==> config.mk <==
export PLATFORM = sky130hd
export DESIGN_NAME = mem_arb_flat
export DESIGN_NICKNAME = d
export VERILOG_FILES = /design/src/rtl/mem_arb_if.sv /design/src/rtl/mem_arb.sv /design/src/flat_wrapper.sv
export SDC_FILE = /design/constraint.sdc
export NUM_CORES = 1
export LEC_CHECK = 0
export BUFFER_PORTS_ARGS = -buffer_cell sky130_fd_sc_hd__buf_2
export CAP_MARGIN = 20
export CORE_AREA = 2 2 108 110
export DETAILED_ROUTE_END_ITERATION = 16
export DIE_AREA = 0 0 110 112
export PLACE_DENSITY = 0.72
export SLEW_MARGIN = 10
export SYNTH_ARGS = -nofsm -noshare
export SYNTH_HDL_FRONTEND = slang
export SYNTH_SLANG_ARGS = --single-unit
==> constraint.sdc <==
create_clock -name CLK -period 2.15 [get_ports CLK]
set_input_delay 0.43 -clock CLK [delete_from_list [all_inputs] [get_ports CLK]]
set_output_delay 0.43 -clock CLK [all_outputs]
set_load 0.01 [all_outputs]
==> src/rtl/mem_arb_if.sv <==
// mem_arb_if: pipeline-side and memory-side handshake signals of the unified memory arbiter
interface mem_arb_if #(
    parameter int AW = 32,
    parameter int DW = 32
);
    logic            I_REQ_in;
    logic [AW-1:0]   I_ADDR_in;
    logic            I_BUSY_out;
    logic            I_RVALID_out;
    logic [DW-1:0]   I_RDATA_out;
    logic            D_REQ_in;
    logic            D_WE_in;
    logic [AW-1:0]   D_ADDR_in;
    logic [DW-1:0]   D_WDATA_in;
    logic [DW/8-1:0] D_BE_in;
    logic            D_BUSY_out;
    logic            D_RVALID_out;
    logic [DW-1:0]   D_RDATA_out;
    logic            M_REQ_out;
    logic            M_WE_out;
    logic [AW-1:0]   M_ADDR_out;
    logic [DW-1:0]   M_WDATA_out;
    logic [DW/8-1:0] M_BE_out;
    logic            M_GNT_in;
    logic            M_RVALID_in;
    logic [DW-1:0]   M_RDATA_in;

    modport slave (
        input  I_REQ_in, I_ADDR_in, D_REQ_in, D_WE_in, D_ADDR_in, D_WDATA_in, D_BE_in,
               M_GNT_in, M_RVALID_in, M_RDATA_in,
        output I_BUSY_out, I_RVALID_out, I_RDATA_out, D_BUSY_out, D_RVALID_out, D_RDATA_out,
               M_REQ_out, M_WE_out, M_ADDR_out, M_WDATA_out, M_BE_out
    );

    modport master (
        output I_REQ_in, I_ADDR_in, D_REQ_in, D_WE_in, D_ADDR_in, D_WDATA_in, D_BE_in,
               M_GNT_in, M_RVALID_in, M_RDATA_in,
        input  I_BUSY_out, I_RVALID_out, I_RDATA_out, D_BUSY_out, D_RVALID_out, D_RDATA_out,
               M_REQ_out, M_WE_out, M_ADDR_out, M_WDATA_out, M_BE_out
    );
endinterface

==> src/rtl/mem_arb.sv <==
// mem_arb: single-outstanding arbiter of one memory port between instruction fetch and load/store
// Define MEM_ARB_RR_EN for round-robin on simultaneous requests; default is data-over-instruction priority.
module mem_arb #(
    parameter int AW = 32,
    parameter int DW = 32
) (
    input logic      CLK,
    input logic      RSTn,
    input logic      EN,
    mem_arb_if.slave bus
);
    typedef enum logic [1:0] {IDLE, ISSUE, RESP} state_t;

    // owner/last_owner: 1 = data side, 0 = instruction side
    state_t          state_q, state_d;
    logic            owner_q, owner_d, last_owner_q, last_owner_d;
    logic            m_req_q, m_req_d, we_q, we_d;
    logic [AW-1:0]   addr_q, addr_d;
    logic [DW-1:0]   wdata_q, wdata_d;
    logic [DW/8-1:0] be_q, be_d;
    logic            resp, sel_d, new_own, other_req, cap;

    // winner selection, capture of the winning request and next state
    always_comb begin
        resp      = (state_q == RESP) && bus.M_RVALID_in;
`ifdef MEM_ARB_RR_EN
        sel_d     = (bus.I_REQ_in && bus.D_REQ_in) ? !last_owner_q : bus.D_REQ_in;
`else
        sel_d     = bus.D_REQ_in;
`endif
        other_req = owner_q ? bus.I_REQ_in : bus.D_REQ_in;
        cap       = ((state_q == IDLE) && EN && (bus.I_REQ_in || bus.D_REQ_in)) || (resp && EN && other_req);
        new_own   = (state_q == IDLE) ? sel_d : !owner_q;
        owner_d   = cap ? new_own : owner_q;
        we_d      = cap ? (new_own && bus.D_WE_in) : we_q;
        addr_d    = cap ? (new_own ? bus.D_ADDR_in : bus.I_ADDR_in) : addr_q;
        wdata_d   = cap ? (new_own ? bus.D_WDATA_in : '0) : wdata_q;
        be_d      = cap ? (new_own ? bus.D_BE_in : '1) : be_q;
        last_owner_d = resp ? owner_q : last_owner_q;
        state_d   = cap ? ISSUE :
                    ((state_q == ISSUE) && bus.M_GNT_in) ? RESP :
                    resp ? IDLE : state_q;
        m_req_d   = (state_d == ISSUE);
    end

    // FSM state and registered memory-side outputs
    always_ff @(posedge CLK or negedge RSTn) begin
        if (!RSTn) begin
            state_q      <= IDLE;
            owner_q      <= 1'b0;
            last_owner_q <= 1'b1;
            m_req_q      <= 1'b0;
            we_q         <= 1'b0;
            addr_q       <= '0;
            wdata_q      <= '0;
            be_q         <= '0;
        end else begin
            state_q      <= state_d;
            owner_q      <= owner_d;
            last_owner_q <= last_owner_d;
            m_req_q      <= m_req_d;
            we_q         <= we_d;
            addr_q       <= addr_d;
            wdata_q      <= wdata_d;
            be_q         <= be_d;
        end
    end

    assign bus.M_REQ_out    = m_req_q;
    assign bus.M_WE_out     = we_q;
    assign bus.M_ADDR_out   = addr_q;
    assign bus.M_WDATA_out  = wdata_q;
    assign bus.M_BE_out     = be_q;
    assign bus.I_RVALID_out = resp && !owner_q;
    assign bus.D_RVALID_out = resp && owner_q;
    assign bus.I_RDATA_out  = bus.I_RVALID_out ? bus.M_RDATA_in : '0;
    assign bus.D_RDATA_out  = bus.D_RVALID_out ? bus.M_RDATA_in : '0;
    assign bus.I_BUSY_out   = bus.I_REQ_in && !bus.I_RVALID_out;
    assign bus.D_BUSY_out   = bus.D_REQ_in && !bus.D_RVALID_out;
endmodule

==> src/flat_wrapper.sv <==
// flat-port wrapper written by rule: the top's interface ports become plain ports
module mem_arb_flat 
#(
    parameter int AW = 32,
    parameter int DW = 32
)
  (CLK, RSTn, EN, bus_I_REQ_in, bus_I_ADDR_in, bus_D_REQ_in, bus_D_WE_in, bus_D_ADDR_in, bus_D_WDATA_in, bus_D_BE_in, bus_M_GNT_in, bus_M_RVALID_in, bus_M_RDATA_in, bus_I_BUSY_out, bus_I_RVALID_out, bus_I_RDATA_out, bus_D_BUSY_out, bus_D_RVALID_out, bus_D_RDATA_out, bus_M_REQ_out, bus_M_WE_out, bus_M_ADDR_out, bus_M_WDATA_out, bus_M_BE_out);
  mem_arb_if #(.AW(AW), .DW(DW)) bus_i ();
  input logic CLK;
  input logic RSTn;
  input logic EN;
  input wire logic [$bits(bus_i.I_REQ_in)-1:0] bus_I_REQ_in;
  input wire logic [$bits(bus_i.I_ADDR_in)-1:0] bus_I_ADDR_in;
  input wire logic [$bits(bus_i.D_REQ_in)-1:0] bus_D_REQ_in;
  input wire logic [$bits(bus_i.D_WE_in)-1:0] bus_D_WE_in;
  input wire logic [$bits(bus_i.D_ADDR_in)-1:0] bus_D_ADDR_in;
  input wire logic [$bits(bus_i.D_WDATA_in)-1:0] bus_D_WDATA_in;
  input wire logic [$bits(bus_i.D_BE_in)-1:0] bus_D_BE_in;
  input wire logic [$bits(bus_i.M_GNT_in)-1:0] bus_M_GNT_in;
  input wire logic [$bits(bus_i.M_RVALID_in)-1:0] bus_M_RVALID_in;
  input wire logic [$bits(bus_i.M_RDATA_in)-1:0] bus_M_RDATA_in;
  output wire logic [$bits(bus_i.I_BUSY_out)-1:0] bus_I_BUSY_out;
  output wire logic [$bits(bus_i.I_RVALID_out)-1:0] bus_I_RVALID_out;
  output wire logic [$bits(bus_i.I_RDATA_out)-1:0] bus_I_RDATA_out;
  output wire logic [$bits(bus_i.D_BUSY_out)-1:0] bus_D_BUSY_out;
  output wire logic [$bits(bus_i.D_RVALID_out)-1:0] bus_D_RVALID_out;
  output wire logic [$bits(bus_i.D_RDATA_out)-1:0] bus_D_RDATA_out;
  output wire logic [$bits(bus_i.M_REQ_out)-1:0] bus_M_REQ_out;
  output wire logic [$bits(bus_i.M_WE_out)-1:0] bus_M_WE_out;
  output wire logic [$bits(bus_i.M_ADDR_out)-1:0] bus_M_ADDR_out;
  output wire logic [$bits(bus_i.M_WDATA_out)-1:0] bus_M_WDATA_out;
  output wire logic [$bits(bus_i.M_BE_out)-1:0] bus_M_BE_out;
  assign bus_i.I_REQ_in = bus_I_REQ_in;
  assign bus_i.I_ADDR_in = bus_I_ADDR_in;
  assign bus_i.D_REQ_in = bus_D_REQ_in;
  assign bus_i.D_WE_in = bus_D_WE_in;
  assign bus_i.D_ADDR_in = bus_D_ADDR_in;
  assign bus_i.D_WDATA_in = bus_D_WDATA_in;
  assign bus_i.D_BE_in = bus_D_BE_in;
  assign bus_i.M_GNT_in = bus_M_GNT_in;
  assign bus_i.M_RVALID_in = bus_M_RVALID_in;
  assign bus_i.M_RDATA_in = bus_M_RDATA_in;
  assign bus_I_BUSY_out = bus_i.I_BUSY_out;
  assign bus_I_RVALID_out = bus_i.I_RVALID_out;
  assign bus_I_RDATA_out = bus_i.I_RDATA_out;
  assign bus_D_BUSY_out = bus_i.D_BUSY_out;
  assign bus_D_RVALID_out = bus_i.D_RVALID_out;
  assign bus_D_RDATA_out = bus_i.D_RDATA_out;
  assign bus_M_REQ_out = bus_i.M_REQ_out;
  assign bus_M_WE_out = bus_i.M_WE_out;
  assign bus_M_ADDR_out = bus_i.M_ADDR_out;
  assign bus_M_WDATA_out = bus_i.M_WDATA_out;
  assign bus_M_BE_out = bus_i.M_BE_out;
  mem_arb #(.AW(AW), .DW(DW)) u_core (.CLK(CLK), .RSTn(RSTn), .EN(EN), .bus(bus_i));
endmodule
* Word level (Yosys, flattened, before mapping)
Cells that the tools add are included.
** Operators by class
- Equality and inequality tests :: 3
- Mux-type cells :: 10
- Reduce and logical (&&, ||, !) cells :: 17
** Operators by type and width (number)
- 32-bit 2-to-1 mux :: 4
- 1-bit logical AND :: 11
- 2-bit 2-to-1 mux :: 3
- 2-bit by 1-bit == test with 1-bit output, second input constant :: 2
- 4-bit 2-to-1 mux :: 1
- 1-bit zero test :: 3
- 2-bit == test, second input constant :: 1
- 2-bit zero test :: 1
- 1-bit logical OR :: 2
- 1-bit 2-to-1 mux :: 2
** Storage, ports and cells
- Register bits :: 73
- Bits of input ports :: 140
- Word-level logic and storage cells :: 37

* Longest topological paths before layout
- Word-level depth :: 7
- Gate-level depth with buffers :: 6
- Gate-level depth less buffers :: 4

* Least setup slack after synthesis
OpenSTA, ideal clock, no wires.
- Path kind :: input port to output port
- From :: input bus_M_RVALID_in
- To :: output bus_I_RDATA_out[22]
- Arrival :: 1.378 ns
- Required time :: 1.720 ns
- Path slack :: 0.342 ns
- Stages on the path :: 5
- Path buffers :: 1
- Cell sequence :: nor2b_1 > nand2_1 > nor2_1 > clkbuf_1 > and2_1
** Between the ends
- Longest elaborated chain between the ends :: 3
** RTL lines
- start, declared :: line flat_wrapper.sv:20 : input wire logic [$bits(bus_i.M_RVALID_in)-1:0] bus_M_RVALID_in;
- 1-bit logical AND :: line mem_arb.sv:25 : resp = (state_q == RESP) && bus.M_RVALID_in;
- 1-bit logical AND :: line mem_arb.sv:74 : assign bus.I_RVALID_out = resp && !owner_q;
- net bus_I_RVALID_out :: line flat_wrapper.sv:23 : output wire logic [$bits(bus_i.I_RVALID_out)-1:0] bus_I_RVALID_out;
- 32-bit 2-to-1 mux :: line mem_arb.sv:76 : assign bus.I_RDATA_out = bus.I_RVALID_out ? bus.M_RDATA_in : '0;
- end, declared :: line flat_wrapper.sv:24 : output wire logic [$bits(bus_i.I_RDATA_out)-1:0] bus_I_RDATA_out;
The timed path passes the listed nets, and every way through them passes these cells.

* Worst setup path in the final report
- From :: register u_core.state_q[0]
- To :: output bus_D_RDATA_out[29]
** Between the ends
- Longest elaborated chain between the ends :: 4
** RTL lines
- start, declared :: line mem_arb.sv:15 : state_t state_q, state_d;
- start signal, assigned :: line mem_arb.sv:58 : state_q <= state_d;
- 2-bit == test :: line mem_arb.sv:25
- 1-bit logical AND :: line mem_arb.sv:25
- 1-bit logical AND :: line mem_arb.sv:75 : assign bus.D_RVALID_out = resp && owner_q;
- 32-bit 2-to-1 mux :: line mem_arb.sv:77 : assign bus.D_RDATA_out = bus.D_RVALID_out ? bus.M_RDATA_in : '0;
- end, declared :: line flat_wrapper.sv:27 : output wire logic [$bits(bus_i.D_RDATA_out)-1:0] bus_D_RDATA_out;
Every way passes these cells.

==> out/qor.txt <==
Share of post-route cells with drive strength above 1: 0.460
Net Sw Frac: 0.400
Worst path cell trace: nor2b_2 -> and3_1 -> buf_6 -> and2_1 -> buf_2
R2r worst-path depth: 4
Register area: 1830 um2
Data required, critical path: 1.72 ns
Postcts setup bufs: 0
Tmin final: 2.05 ns
Die Area: 12300 um2
Design Area, Final: 5420 um2
Core Footprint: 11200 um2
Num ports: 278
Synth Instances: 396
Count leader, synth: nand2_1
Crit share post-route: 0.953
Post-synth top area share: 0.504
Clock Sinks: 73
Die width: 110 um
Sw Pwr: 2.72 mW
Fill count: 1089
Synth Cell Area: 3630 um2
DRC viols: 0
Fin util: 0.485
Worst-path maximum fanout: 34
Worst VDD drop: 0.000579 V
Int Power: 4.09 mW
Setup TNS: 0 ns
Syn Area/Cell: 9.16 um2
RSZ-0062 raised after global routing: no
Highest Clock Rate: 488 MHz
H-tree levels: 3
Total track usage: 0.181
Detail Placement HPWL: 8960 um
Synth unique cells: 23
Post-synth EDFFs: 0
Worst path depth: 5
FF-to-FF End: u_core.bus.M_WE_out
Critical Path Source Type: register
Initial antenna violation count: 1
Routed vias: 3669
Synth area leaders: dfrtp_1, and2_1, nand2_1
Reg2reg start: u_core.owner_q
Initial Util: 0.324
Yosys top cell by area: dfrtp_1
Crit end category: output port
Leak: 3.10 nW
Worst EP arrival: 1.62 ns
Flop pwr share: 0.342
Max-Cap Viols: 0
Type of the worst setup path: reg -> out
FF-to-FF setup slack: 0.43 ns
Nets@finish: 803
Gate power share: 0.454
Seq/Total Area, Yosys: 0.504
Hold crit path type: in -> async
TritonRoute pass-1 iters: 4
Vias per inst: 4.52
Crit-path leading delay family: simple AND/OR/NAND/NOR gates
Skew-Pair Late Insertion Delay: 0.33 ns
Worst-path clk slew: 0.06 ns
CTS buffer count: 9
Synth top cells by count: nand2_1, dfrtp_1, and2_1, o21ai_1, mux2i_1
Crit path to: bus_D_RDATA_out[29]
Worst path max stage delay: 0.44 ns
Area of the multi-input gates: 1620 um2
Setup Viol. Count Final: 0
Clock network fraction of total power: 0.205
Buffers on Ports: 277
Outcome: finished, final reports clean
Synth async-reset ratio: 1.00
Global route overflow: 0
Area grow syn2layout: 49.3%
Worst Setup SP: u_core.state_q[0]
First-pass GRT wire length: 17000 um
Post-Layout Cell Count: 812
Root Buffer: clkbuf_16
Post-synth net total: 536
Average wire per standard cell: 14.2 um
Worst Skew: 0.00719 ns
Worst slew margin: 0.691
Die height: 112 um
Synth Warn #: 0
Final hold viol count: 0
CTS tree: done
Slew Limit Fails: 0
DR iter-0 viols: 197
Worst hold slack: 0.0367 ns
FP Rows: 39
Worst Tran Pin Value: 0.464 ns
Top FF cell, synth: dfrtp_1
DP Area: 5100 um2
Vias in the first global route: 3482
Slowest cell on the critical path: dfrtp_1
CTS Buffer Depth: 2
Final wirelength: 11500 um
CP bufs+invs: 2
#FFs+latches synth: 73
Antenna-violating nets left: 0
Largest net degree at the start of global routing: 89
GPL Wtd Cong: 0.800
Power Density: 1260 nW/um2
Placed insts: 794
state kept, by name, indices dropped and copies added (netlist names):
signal / flops
u_core.bus.M_ADDR_out: 32
u_core.bus.M_WDATA_out: 32
u_core.bus.M_BE_out: 4
u_core.state_q: 2
u_core.bus.M_REQ_out: 1
u_core.bus.M_WE_out: 1
u_core.owner_q: 1
routing by layer:
layer,up-vias,wire (um),GRT usage
met2,169,6290,0.347
met3,18,870,0.0340
met4,0,237,0.0768
met5,-,0,0
li1,1830,-,-
met1,1652,4130,0.185
worst register-to-register path, delay by kind of cell, from the launching register on:
kind	cells	cell delay [ns]
flops	1	0.47
compound gates	3	0.65
buf+inv	1	0.45
per-stage QoR:
stage	setup WS, ns	power, mW
5_1_grt	0.00744	7.36
3_5_place_dp	0.260	5.49
2_1_floorplan	0.342	4.36
6_report	0.101	6.82
3_3_place_gp	0.329	5.36
4_1_cts	0.00738	6.91
final cells by class:
cell class | count | area share
Inverter | 2 | 0.00139
Timing Repair Buffer | 285 | 0.277
Clock buffer | 10 | 0.0441
Antenna cell | 1 | 0.000462
Tap cell | 143 | 0.0330
Clock inverter | 6 | 0.00809
Multi-Input combinational cell | 292 | 0.299
Sequential cell | 73 | 0.337
cells in the final DEF, fill, tap and decap left out:
master	synthesis	final
o21a_1	1	1
nor2_1	6	5
diode_2	0	1
a21o_2	0	1
buf_2	4	276
or2_1	1	1
and2_1	64	64
nor2b_1	4	3
inv_1	2	2
nor2b_2	0	1
mux2i_1	32	32
clkinvlp_4	0	4
a21boi_1	1	1
clkinv_4	0	1
o21ai_1	53	53
a21oi_1	2	2
buf_6	2	3
a21oi_2	1	1
dfrtp_1	73	73
o21ai_0	18	18
and3_1	1	1
clkbuf_8	0	1
clkinv_2	0	1
nand2_1	105	105
buf_12	2	3
nor2_4	0	1
o221ai_4	0	1
nor3_2	1	1
buf_4	9	3
clkbuf_16	0	9
kinds of logic (layout without fill, tap and decap cells):
kind of cell | after synthesis | count (layout) | share of synthesized area
and+or+nand+nor | 182 | 182 | 0.238
AOI/OAI and AO/OA | 78 | 78 | 0.114
DFF | 73 | 73 | 0.504
muxes | 32 | 32 | 0.0883
buffers and inverters | 31 | 303 | 0.0559
other | 0 | 1 | 0
worst min-delay path by stage:
stage,from,to,slack [ns],cells past startpoint
finish,RSTn,u_core.bus.M_WDATA_out[22],0.04,1
global route,RSTn,u_core.bus.M_WDATA_out[22],0.06,1
CTS,RSTn,u_core.bus.M_WDATA_out[22],0.05,1
detailed placement,RSTn,u_core.bus.M_WDATA_out[22],0.41,1
global placement,RSTn,u_core.bus.M_WDATA_out[19],0.40,1
floorplan,RSTn,u_core.bus.M_ADDR_out[0],0.13,0
power groups by stage:
stage               Combinational [mW]  Sequential (mW)  Clock [mW]
finish                            3.09             2.33        1.40
global route                      3.45             2.40        1.50
CTS                               3.14             2.33        1.44
detailed placement                3.15             2.33           0
global placement                  3.05             2.31           0
floorplan                         1.77             2.59           0
repair_timing:
| action | CTS | global route |
|---|---|---|
| endpoints found under the setup margin | 0 | 65 |
| hold buffers | 0 | 0 |
| resized for setup | 0 | 8 |
(Power assumes the default switching activity.)
